## src/rtl/conv_layer_sched_pkg.sv

```systemverilog
// Shared types and helpers for the 1-D convolution layer scheduler.
package conv_sched_pkg;

  typedef enum logic [2:0] {
    LOAD,
    CLEAR,
    ISSUE,
    FLUSH,
    WRITE,
    SEND_RD,
    SEND_VAL
  } sched_state_t;

  // Saturate an address at the last valid location.
  function automatic int unsigned clamp_addr(input int unsigned value, input int unsigned max_addr);
    return (value > max_addr) ? max_addr : value;
  endfunction

endpackage

```

## src/rtl/conv_layer_sched_if.sv

```systemverilog
// Stream, memory and MAC control signals between the scheduler and its environment.
interface conv_layer_sched_if #(
  parameter int P       = 1,
  parameter int ADDRX   = 3,
  parameter int ADDRF   = 2,
  parameter int LOGSIZE = 3
);

  logic                 s_valid_x;
  logic                 s_ready_x;
  logic                 x_wr_en;
  logic [ADDRX-1:0]     x_waddr;
  logic [P*ADDRX-1:0]   x_raddr;
  logic [ADDRF-1:0]     f_addr;
  logic                 en_acc;
  logic                 clr_acc;
  logic                 y_wr_en;
  logic [LOGSIZE-1:0]   y_waddr;
  logic [P-1:0]         y_lane_mask;
  logic [LOGSIZE-1:0]   y_raddr;
  logic                 m_valid_y;
  logic                 m_ready_y;
  logic                 busy;

  modport master (
    input  s_valid_x, m_ready_y,
    output s_ready_x, x_wr_en, x_waddr, x_raddr, f_addr, en_acc, clr_acc,
           y_wr_en, y_waddr, y_lane_mask, y_raddr, m_valid_y, busy
  );

  modport slave (
    output s_valid_x, m_ready_y,
    input  s_ready_x, x_wr_en, x_waddr, x_raddr, f_addr, en_acc, clr_acc,
           y_wr_en, y_waddr, y_lane_mask, y_raddr, m_valid_y, busy
  );

endinterface

```

## src/rtl/conv_layer_sched_lane_addr_gen.sv

```systemverilog
// Per-lane X read address generator: lane i reads x[g+i+k], saturated at LENX-1.
module conv_lane_addr_gen
  import conv_sched_pkg::*;
#(
  parameter int LENX    = 8,
  parameter int P       = 1,
  parameter int ADDRX   = 3,
  parameter int ADDRF   = 2,
  parameter int LOGSIZE = 3
) (
  input  logic [LOGSIZE:0]     g,
  input  logic [ADDRF:0]       k,
  output logic [P*ADDRX-1:0]   x_raddr
);

  // Sum in 32 bits so lanes past the end of X saturate instead of wrapping.
  always_comb begin
    x_raddr = '0;
    for (int i = 0; i < P; i++) begin
      x_raddr[i*ADDRX +: ADDRX] =
        ADDRX'(clamp_addr(32'(g) + 32'(k) + 32'(i), LENX - 1));
    end
  end

endmodule

```

## src/rtl/conv_layer_sched.sv

```systemverilog
// Scheduler for one 1-D convolution layer: load X, issue MAC groups, commit, drain Y.
module conv_layer_sched
  import conv_sched_pkg::*;
#(
  parameter int LENX    = 8,
  parameter int LENF    = 4,
  parameter int P       = 1,
  parameter int ADDRX   = 3,
  parameter int ADDRF   = 2,
  parameter int SIZE    = LENX - LENF + 1,
  parameter int LOGSIZE = 3
) (
  input  logic                clk,
  input  logic                reset,
  conv_layer_sched_if.master  bus
);

  sched_state_t         state, state_n;
  logic [ADDRX:0]       load_cnt, load_cnt_n;
  logic [LOGSIZE:0]     g, g_n;
  logic [ADDRF:0]       k, k_n;
  logic [LOGSIZE-1:0]   rd, rd_n;
  logic                 en_acc_q;
  logic [LOGSIZE:0]     g_step;
  logic                 accept;

  assign g_step        = g + (LOGSIZE+1)'(P);
  assign bus.s_ready_x = (state == LOAD) && reset;
  assign accept        = bus.s_ready_x && bus.s_valid_x;
  assign bus.x_wr_en   = accept;
  assign bus.x_waddr   = load_cnt[ADDRX-1:0];
  assign bus.f_addr    = k[ADDRF-1:0];
  assign bus.en_acc    = en_acc_q;
  assign bus.y_waddr   = g[LOGSIZE-1:0];
  assign bus.y_raddr   = rd;
  assign bus.busy      = (state != LOAD);

  conv_lane_addr_gen #(
    .LENX    (LENX),
    .P       (P),
    .ADDRX   (ADDRX),
    .ADDRF   (ADDRF),
    .LOGSIZE (LOGSIZE)
  ) u_addr_gen (
    .g       (g),
    .k       (k),
    .x_raddr (bus.x_raddr)
  );

  // State, counters, and en_acc delayed one cycle to match the memory read latency.
  always_ff @(posedge clk) begin
    if (!reset) begin
      state    <= LOAD;
      load_cnt <= '0;
      g        <= '0;
      k        <= '0;
      rd       <= '0;
      en_acc_q <= 1'b0;
    end else begin
      state    <= state_n;
      load_cnt <= load_cnt_n;
      g        <= g_n;
      k        <= k_n;
      rd       <= rd_n;
      en_acc_q <= (state == ISSUE);
    end
  end

  // Next-state, counter updates and phase strobes.
  always_comb begin
    state_n       = state;
    load_cnt_n    = load_cnt;
    g_n           = g;
    k_n           = k;
    rd_n          = rd;
    bus.clr_acc   = 1'b0;
    bus.y_wr_en   = 1'b0;
    bus.m_valid_y = 1'b0;
    case (state)
      LOAD: begin
        bus.clr_acc = 1'b1;
        if (accept) begin
          if (load_cnt == (ADDRX+1)'(LENX - 1)) begin
            load_cnt_n = '0;
            g_n        = '0;
            state_n    = CLEAR;
          end else begin
            load_cnt_n = load_cnt + 1'b1;
          end
        end
      end
      CLEAR: begin
        bus.clr_acc = 1'b1;
        k_n         = '0;
        state_n     = ISSUE;
      end
      ISSUE: begin
        if (k == (ADDRF+1)'(LENF - 1)) begin
          state_n = FLUSH;
        end else begin
          k_n = k + 1'b1;
        end
      end
      FLUSH: begin
        state_n = WRITE;
      end
      WRITE: begin
        bus.y_wr_en = 1'b1;
        g_n         = g_step;
        if (g_step >= (LOGSIZE+1)'(SIZE)) begin
          rd_n    = '0;
          state_n = SEND_RD;
        end else begin
          state_n = CLEAR;
        end
      end
      SEND_RD: begin
        state_n = SEND_VAL;
      end
      SEND_VAL: begin
        bus.m_valid_y = 1'b1;
        if (bus.m_ready_y) begin
          if (rd == LOGSIZE'(SIZE - 1)) begin
            load_cnt_n = '0;
            g_n        = '0;
            k_n        = '0;
            rd_n       = '0;
            state_n    = LOAD;
          end else begin
            rd_n    = rd + 1'b1;
            state_n = SEND_RD;
          end
        end
      end
      default: begin
        state_n = LOAD;
      end
    endcase
  end

  // Only lanes that map onto a real output are committed during WRITE.
  always_comb begin
    bus.y_lane_mask = '0;
    if (state == WRITE) begin
      for (int i = 0; i < P; i++) begin
        bus.y_lane_mask[i] = (32'(g) + 32'(i) < 32'(SIZE));
      end
    end
  end

endmodule

```

## src/flat_wrapper.sv

```systemverilog
// flat-port wrapper written by rule: the top's interface ports become plain ports
module conv_layer_sched_flat import conv_sched_pkg::*;
#(
  parameter int LENX    = 8,
  parameter int LENF    = 4,
  parameter int P       = 1,
  parameter int ADDRX   = 3,
  parameter int ADDRF   = 2,
  parameter int SIZE    = LENX - LENF + 1,
  parameter int LOGSIZE = 3
)
  (clk, reset, bus_s_valid_x, bus_m_ready_y, bus_s_ready_x, bus_x_wr_en, bus_x_waddr, bus_x_raddr, bus_f_addr, bus_en_acc, bus_clr_acc, bus_y_wr_en, bus_y_waddr, bus_y_lane_mask, bus_y_raddr, bus_m_valid_y, bus_busy);
  conv_layer_sched_if #(.P(P), .ADDRX(ADDRX), .ADDRF(ADDRF), .LOGSIZE(LOGSIZE)) bus_i ();
  input  logic clk;
  input  logic reset;
  input wire logic [$bits(bus_i.s_valid_x)-1:0] bus_s_valid_x;
  input wire logic [$bits(bus_i.m_ready_y)-1:0] bus_m_ready_y;
  output wire logic [$bits(bus_i.s_ready_x)-1:0] bus_s_ready_x;
  output wire logic [$bits(bus_i.x_wr_en)-1:0] bus_x_wr_en;
  output wire logic [$bits(bus_i.x_waddr)-1:0] bus_x_waddr;
  output wire logic [$bits(bus_i.x_raddr)-1:0] bus_x_raddr;
  output wire logic [$bits(bus_i.f_addr)-1:0] bus_f_addr;
  output wire logic [$bits(bus_i.en_acc)-1:0] bus_en_acc;
  output wire logic [$bits(bus_i.clr_acc)-1:0] bus_clr_acc;
  output wire logic [$bits(bus_i.y_wr_en)-1:0] bus_y_wr_en;
  output wire logic [$bits(bus_i.y_waddr)-1:0] bus_y_waddr;
  output wire logic [$bits(bus_i.y_lane_mask)-1:0] bus_y_lane_mask;
  output wire logic [$bits(bus_i.y_raddr)-1:0] bus_y_raddr;
  output wire logic [$bits(bus_i.m_valid_y)-1:0] bus_m_valid_y;
  output wire logic [$bits(bus_i.busy)-1:0] bus_busy;
  assign bus_i.s_valid_x = bus_s_valid_x;
  assign bus_i.m_ready_y = bus_m_ready_y;
  assign bus_s_ready_x = bus_i.s_ready_x;
  assign bus_x_wr_en = bus_i.x_wr_en;
  assign bus_x_waddr = bus_i.x_waddr;
  assign bus_x_raddr = bus_i.x_raddr;
  assign bus_f_addr = bus_i.f_addr;
  assign bus_en_acc = bus_i.en_acc;
  assign bus_clr_acc = bus_i.clr_acc;
  assign bus_y_wr_en = bus_i.y_wr_en;
  assign bus_y_waddr = bus_i.y_waddr;
  assign bus_y_lane_mask = bus_i.y_lane_mask;
  assign bus_y_raddr = bus_i.y_raddr;
  assign bus_m_valid_y = bus_i.m_valid_y;
  assign bus_busy = bus_i.busy;
  conv_layer_sched #(.LENX(LENX), .LENF(LENF), .P(P), .ADDRX(ADDRX), .ADDRF(ADDRF), .SIZE(SIZE), .LOGSIZE(LOGSIZE)) u_core (.clk(clk), .reset(reset), .bus(bus_i));
endmodule
```

## config.mk

```make
export PLATFORM = sky130hd
export DESIGN_NAME = conv_layer_sched_flat
export DESIGN_NICKNAME = d
export VERILOG_FILES = /design/src/rtl/conv_layer_sched_pkg.sv /design/src/rtl/conv_layer_sched_if.sv /design/src/rtl/conv_layer_sched_lane_addr_gen.sv /design/src/rtl/conv_layer_sched.sv /design/src/flat_wrapper.sv
export SDC_FILE = /design/constraint.sdc
export NUM_CORES = 1
export LEC_CHECK = 0
export CAP_MARGIN = 15
export CELL_PAD_IN_SITES_DETAIL_PLACEMENT = 0
export CELL_PAD_IN_SITES_GLOBAL_PLACEMENT = 1
export CORE_ASPECT_RATIO = 2
export CORE_UTILIZATION = 40
export CTS_CLUSTER_DIAMETER = 60
export CTS_CLUSTER_SIZE = 12
export DETAILED_ROUTE_END_ITERATION = 12
export PLACE_DENSITY = 0.9
export SYNTH_ARGS = -nofsm -noshare
export SYNTH_HDL_FRONTEND = slang
export SYNTH_SLANG_ARGS = --single-unit
```

## constraint.sdc

```tcl
create_clock -name clk -period 4.3 [get_ports clk]
set_input_delay 0.43 -clock clk [delete_from_list [all_inputs] [get_ports clk]]
set_output_delay 0.43 -clock clk [all_outputs]
set_load 0.02 [all_outputs]
```

# Word-level counts from Yosys, hierarchy flattened
# Index checks and enable logic that the tools add are counted.
op_classes:
  n_eq_ne: 16
  reduce_logical: 14
  n_addsub: 5
  magnitude_cmp: 3
  mux: 28
op_table:
  columns: ["operator", "n"]
  rows:
  - ["$mux 3", 13]
  - ["$mux 4", 6]
  - ["$pmux 3 s7", 1]
  - ["$eq 3x3->1 const B", 4]
  - ["$pmux 4 s3", 1]
  - ["$reduce_and 4->1", 3]
  - ["$ne 2x2->1 const B", 5]
  - ["$eq 3x2->1 const B", 3]
  - ["$pmux 3 s3", 1]
  - ["$reduce_bool 3->1", 3]
  - ["$add 4x1->4 const B", 2]
  - ["$pmux 4 s2", 1]
  - ["$add 3x1->3 const B", 2]
  - ["$pmux 3 s2", 1]
  - ["$add 4x3->5", 1]
  - ["$gt 5x3->1 const B", 1]
  - ["$reduce_and 5->1", 1]
  - ["$eq 4x3->1 const B", 1]
  - ["$ge 4x3->1 const B", 1]
  - ["$lt 4x3->1 const B", 1]
  - ["$mux 1", 4]
  - ["$ne 2x1->1 const B", 2]
  - ["$reduce_bool 2->1", 2]
  - ["$eq 3x1->1 const B", 1]
  - ["4 further kinds", 5]
word_totals:
  reg_bits: 18
  output_inout_bits: 22
  wordCells: 72

# Logic depth before layout (Yosys ltp)
logic_depth:
  word_depth: 5
  mapped_depth: 6
  mapped_depth_nobuf: 6

# Modules after synthesis
# Synthesis repeated with hierarchy kept, for this count alone.
unflattened:
  cells_unflattened: 157
  hier_area_um2: 1315.0
modules_own_cells:
  columns: ["mod", "cells_per_inst", "seq_area_each_um2", "instances", "area_per_inst_um2"]
  rows:
  - ["conv_layer_sched", 139, 360.3, 1, 1172.4]
  - ["conv_lane_addr_gen", 18, 0.0, 1, 142.6]

# Worst setup path after synthesis
# Ideal clock, no wire load.
synth_path:
  path_kind: "register to output"
  startpoint: "reg u_core.state[2]"
  endpoint: "out bus_y_lane_mask"
  path_stages_with_launch: 3
  required_time_ps: 3870
  slack_ps: 2401
  arrival_time_ps: 1469
  path_buffers: 0
  cell_sequence: "dfxtp_1 nor3b_4 nor3b_1"
synth_via:
  elab_chain_cells: 2
synth_rtl:
  columns: ["element", "line_no", "text"]
  rows:
  - ["start: declaration", "conv_layer_sched.sv:18", "sched_state_t state, state_n;"]
  - ["start signal: assignment", "conv_layer_sched.sv:60", "state <= state_n;"]
  - ["$eq 3x3->1", "conv_layer_sched.sv:144", "if (state == WRITE) begin"]
  - ["$mux 1", "conv_layer_sched.sv:144", null]
  - ["end: declaration", "flat_wrapper.sv:27", "output wire logic [$bits(bus_i.y_lane_mask)-1:0] bus_y_lane_mask;"]
# Every way passes these cells.

# Final worst setup path
layout_path:
  startpoint: "in reset"
  endpoint: "out bus_x_wr_en"
layout_via:
  elab_chain_cells: 2
layout_rtl:
  columns: ["element", "line_no", "text"]
  rows:
  - ["start: declaration", "flat_wrapper.sv:15", "input logic reset;"]
  - ["$logic_and 1x1->1", "conv_layer_sched.sv:28", "assign bus.s_ready_x = (state == LOAD) && reset;"]
  - ["$logic_and 1x1->1", "conv_layer_sched.sv:29", "assign accept = bus.s_ready_x && bus.s_valid_x;"]
  - ["end: declaration", "flat_wrapper.sv:19", "output wire logic [$bits(bus_i.x_wr_en)-1:0] bus_x_wr_en;"]
# Every way passes these cells.

==> flow_summary.toml <==
[worst_hold_path]
hp-class = "reg2reg"
holdPathEnd = "u_core.load_cnt[1]$_SDFFE_PN0P_"
min_path_cells = 2
min_from = "u_core.load_cnt[1]$_SDFFE_PN0P_"

[run]
cap_violations = 0

[critical_path]
cp.required_ps = 3870
crit_chain = "clkdlybuf4s50_1, nor4b_4, and2_1, clkdlybuf4s50_1"
r2r_start = "u_core.g[0]$_SDFFE_PN0P_"
r2r_cells = 5
critPathMaxStageDelay_ps = 800
cpMostUsedCell = "clkdlybuf4s50_1"
worst-path-buf-inv = 2
cp_max_fo = 15
critical_path.endpoint_type = "primary output"
critPathSlowestCell = "clkdlybuf4s50_1"
worstSetupPathType = "in2out"
r2r_slack_ps = 2540
critPathTopFamily = "buffers and inverters"
startpoint_type = "input port"
cp_data_arrival_time_ps = 2400
r2r-end = "u_core.bus.y_raddr[2]$_SDFFE_PN0P_"

[timing]
holdWs_ps = 505.2
finalClockSkew_ps = 5.454
final_max_slew_viol_count = 0
fin_crit_ps = 2835
relSlewSlack_pct = 58.49
tns_ps = 0
finalSetupViolations = 0
fmax_ghz = 0.3528
hold_viol = 0
fin_ws_ps = 1465
rsz0062_at_grt = "false"
finalCritPeriodShare_pct = 65.93
tightest_slew_ps = 621.9

[die]
die_w_um = 42.72
pin_count = 26
num_rows = 29
core-area_mm2 = 0.003157
initial_utilization_pct = 42.01
die_h_um = 83.43
die-area_mm2 = 0.003564

[global_route]
grtUsageTotal_pct = 17.80
grt_max_degree = 17
overflow = 0
antenna_found_initial = 0
grt_pass1_vias = 1196
grt_pass1_wl_um = 5043

[clock_tree]
cts_tree = "done"
clk_pin_slew_ps = 70
cts_hold_buf = 0
h-tree-depth = 1
clk_path_buf_depth = 2
clkLatencyLatePin_ps = 260
cts_inserted_buffers = 3
cts-resized-gates = 0
post_cts.repair.setup_buffers = 0
cts.sinks = 18
ctsRootBufferMaster = "clkbuf_8"

[synth]
syn_area_per_cell_um2 = 8.783
synth_fp_nets = 167
yosys-top-cells-area = "dfxtp_1 27%, ha_1 10%, buf_4 5.7%"
synth_seq_cells = 18
synth_area_mm2 = 0.001326
yosysTopAreaCell = "dfxtp_1"
synth_edf_count = 0
netlist-cell-type-count = 52
async_flop_share_pct = 0
ys.flop_type = "dfxtp_1"
synth_top_area_share_pct = 27.17
syn-instance-count = 151
yosys_warnings = 0
ys_seq_area_share_pct = 27.17

[detailed_routing]
drt_iter0_markers = 30
drt-vias-per-instance = 5.843
ant_nets = 0
drt-pass1-iter-count = 4
wl_um = 2995
vias = 1157
routedWlPerCell_um = 15.13
drc = 0

[placement]
place_inst = 194
gp_congestion = 0.8013
numPortBuffers = 25
pre_cts_slack_ps = 1463
post-dp-hpwl_um = 2280

[power]
irDropWorstVdd_mv = 0.1370
leakagePower_nw = 0.6507
pwr_density_cell_mw_per_mm2 = 210.0

[layout]
final_core_util_pct = 49.90
fin_nets = 184
final_cell_mix = "25 x clkdlybuf4s50_1, 18 x nand2_1, 18 x dfxtp_1"
drive_above_1_share_pct = 10.78
num_antenna_cells = 0
layout.cells.non_filler = 198
final_common_cell = "clkdlybuf4s50_1"
syn_to_final_growth_pct = 18.77

[status]
outcome = "complete, no violations"
per-layer routing:
metal	vias to the layer above	track usage (%)	part of all wire (%)
li1	562	-	-
met1	544	17.32	36
met2	39	32.64	57
met3	12	3.913	4.5
met4	0	9.375	2.6
met5	-	0	0
logic make-up (layout without fill, tap and decap cells):
logic type | count (synthesis) | after routing | share of synthesized area (%)
xor+xnor | 2 | 2 | 1.321
fa+ha+maj | 12 | 12 | 11.89
buf+inv | 25 | 41 | 10.56
compound gates | 33 | 33 | 19.34
flops | 18 | 18 | 27.17
mux | 3 | 3 | 2.264
simple gates | 58 | 58 | 27.45
where the power goes:
group          internal, mW  switching, mW  total, mW
registers             0.168       0.000992      0.169
logic                0.0104         0.0114     0.0219
clock network        0.0814         0.0591      0.140
Yosys cell counts (all sizes together) (2+ instances only):
cell	instances
ha	11
buf	12
nor3	2
xor2	2
mux2i	3
a21o	2
nand2b	5
nand3	8
nor2	5
a21oi	11
inv	12
nand2	18
o221a	2
nor3b	4
o21ai	3
nand3b	3
dfxtp	18
a22oi	2
nor2b	2
nand4	3
sequential cells by signal (all words and copies together), names as in the netlist:
| name | flops |
|---|---|
| u_core.load_cnt | 4 |
| u_core.state | 3 |
| u_core.k | 3 |
| u_core.bus.y_raddr | 3 |
| u_core.g | 4 |
| u_core.bus.en_acc | 1 |
final cells by class:
cell class,count,area (um2)
fill,311,1582
multi-input combinational,108,825.8
sequential,18,360.3
timing repair buffer,25,250.2
inverter,12,45.04
clock buffer,4,55.05
tap,31,38.79
worst reg2reg max path, stage by stage, from the launching register on:
cell	delay (ps)
dfxtp_1	500
ha_1	290
nand2_1	100
o311ai_1	510
nand3_1	140
a21oi_1	150
through the flow:
stage | total power [mW] | instance area, um2
after global placement | 0.1940 | 1520
after detailed placement | 0.1944 | 1520
after global routing | 0.3460 | 1575
after floorplan | 0.1857 | 1326
final | 0.3309 | 1575
after CTS | 0.3362 | 1575
how the worst max path moves through the flow:
stage	start	to	slack [ps]	depth (start not counted)
5_1_grt	reset	bus_x_wr_en	1340	4
4_1_cts	reset	bus_x_wr_en	1450	4
3_3_place_gp	reset	bus_x_wr_en	1500	4
3_5_place_dp	reset	bus_x_wr_en	1460	4
6_report	reset	bus_x_wr_en	1470	4
2_1_floorplan	u_core.state[2]$_SDFFE_PN0P_	bus_y_lane_mask	2400	2
(Power assumes the default switching activity.)
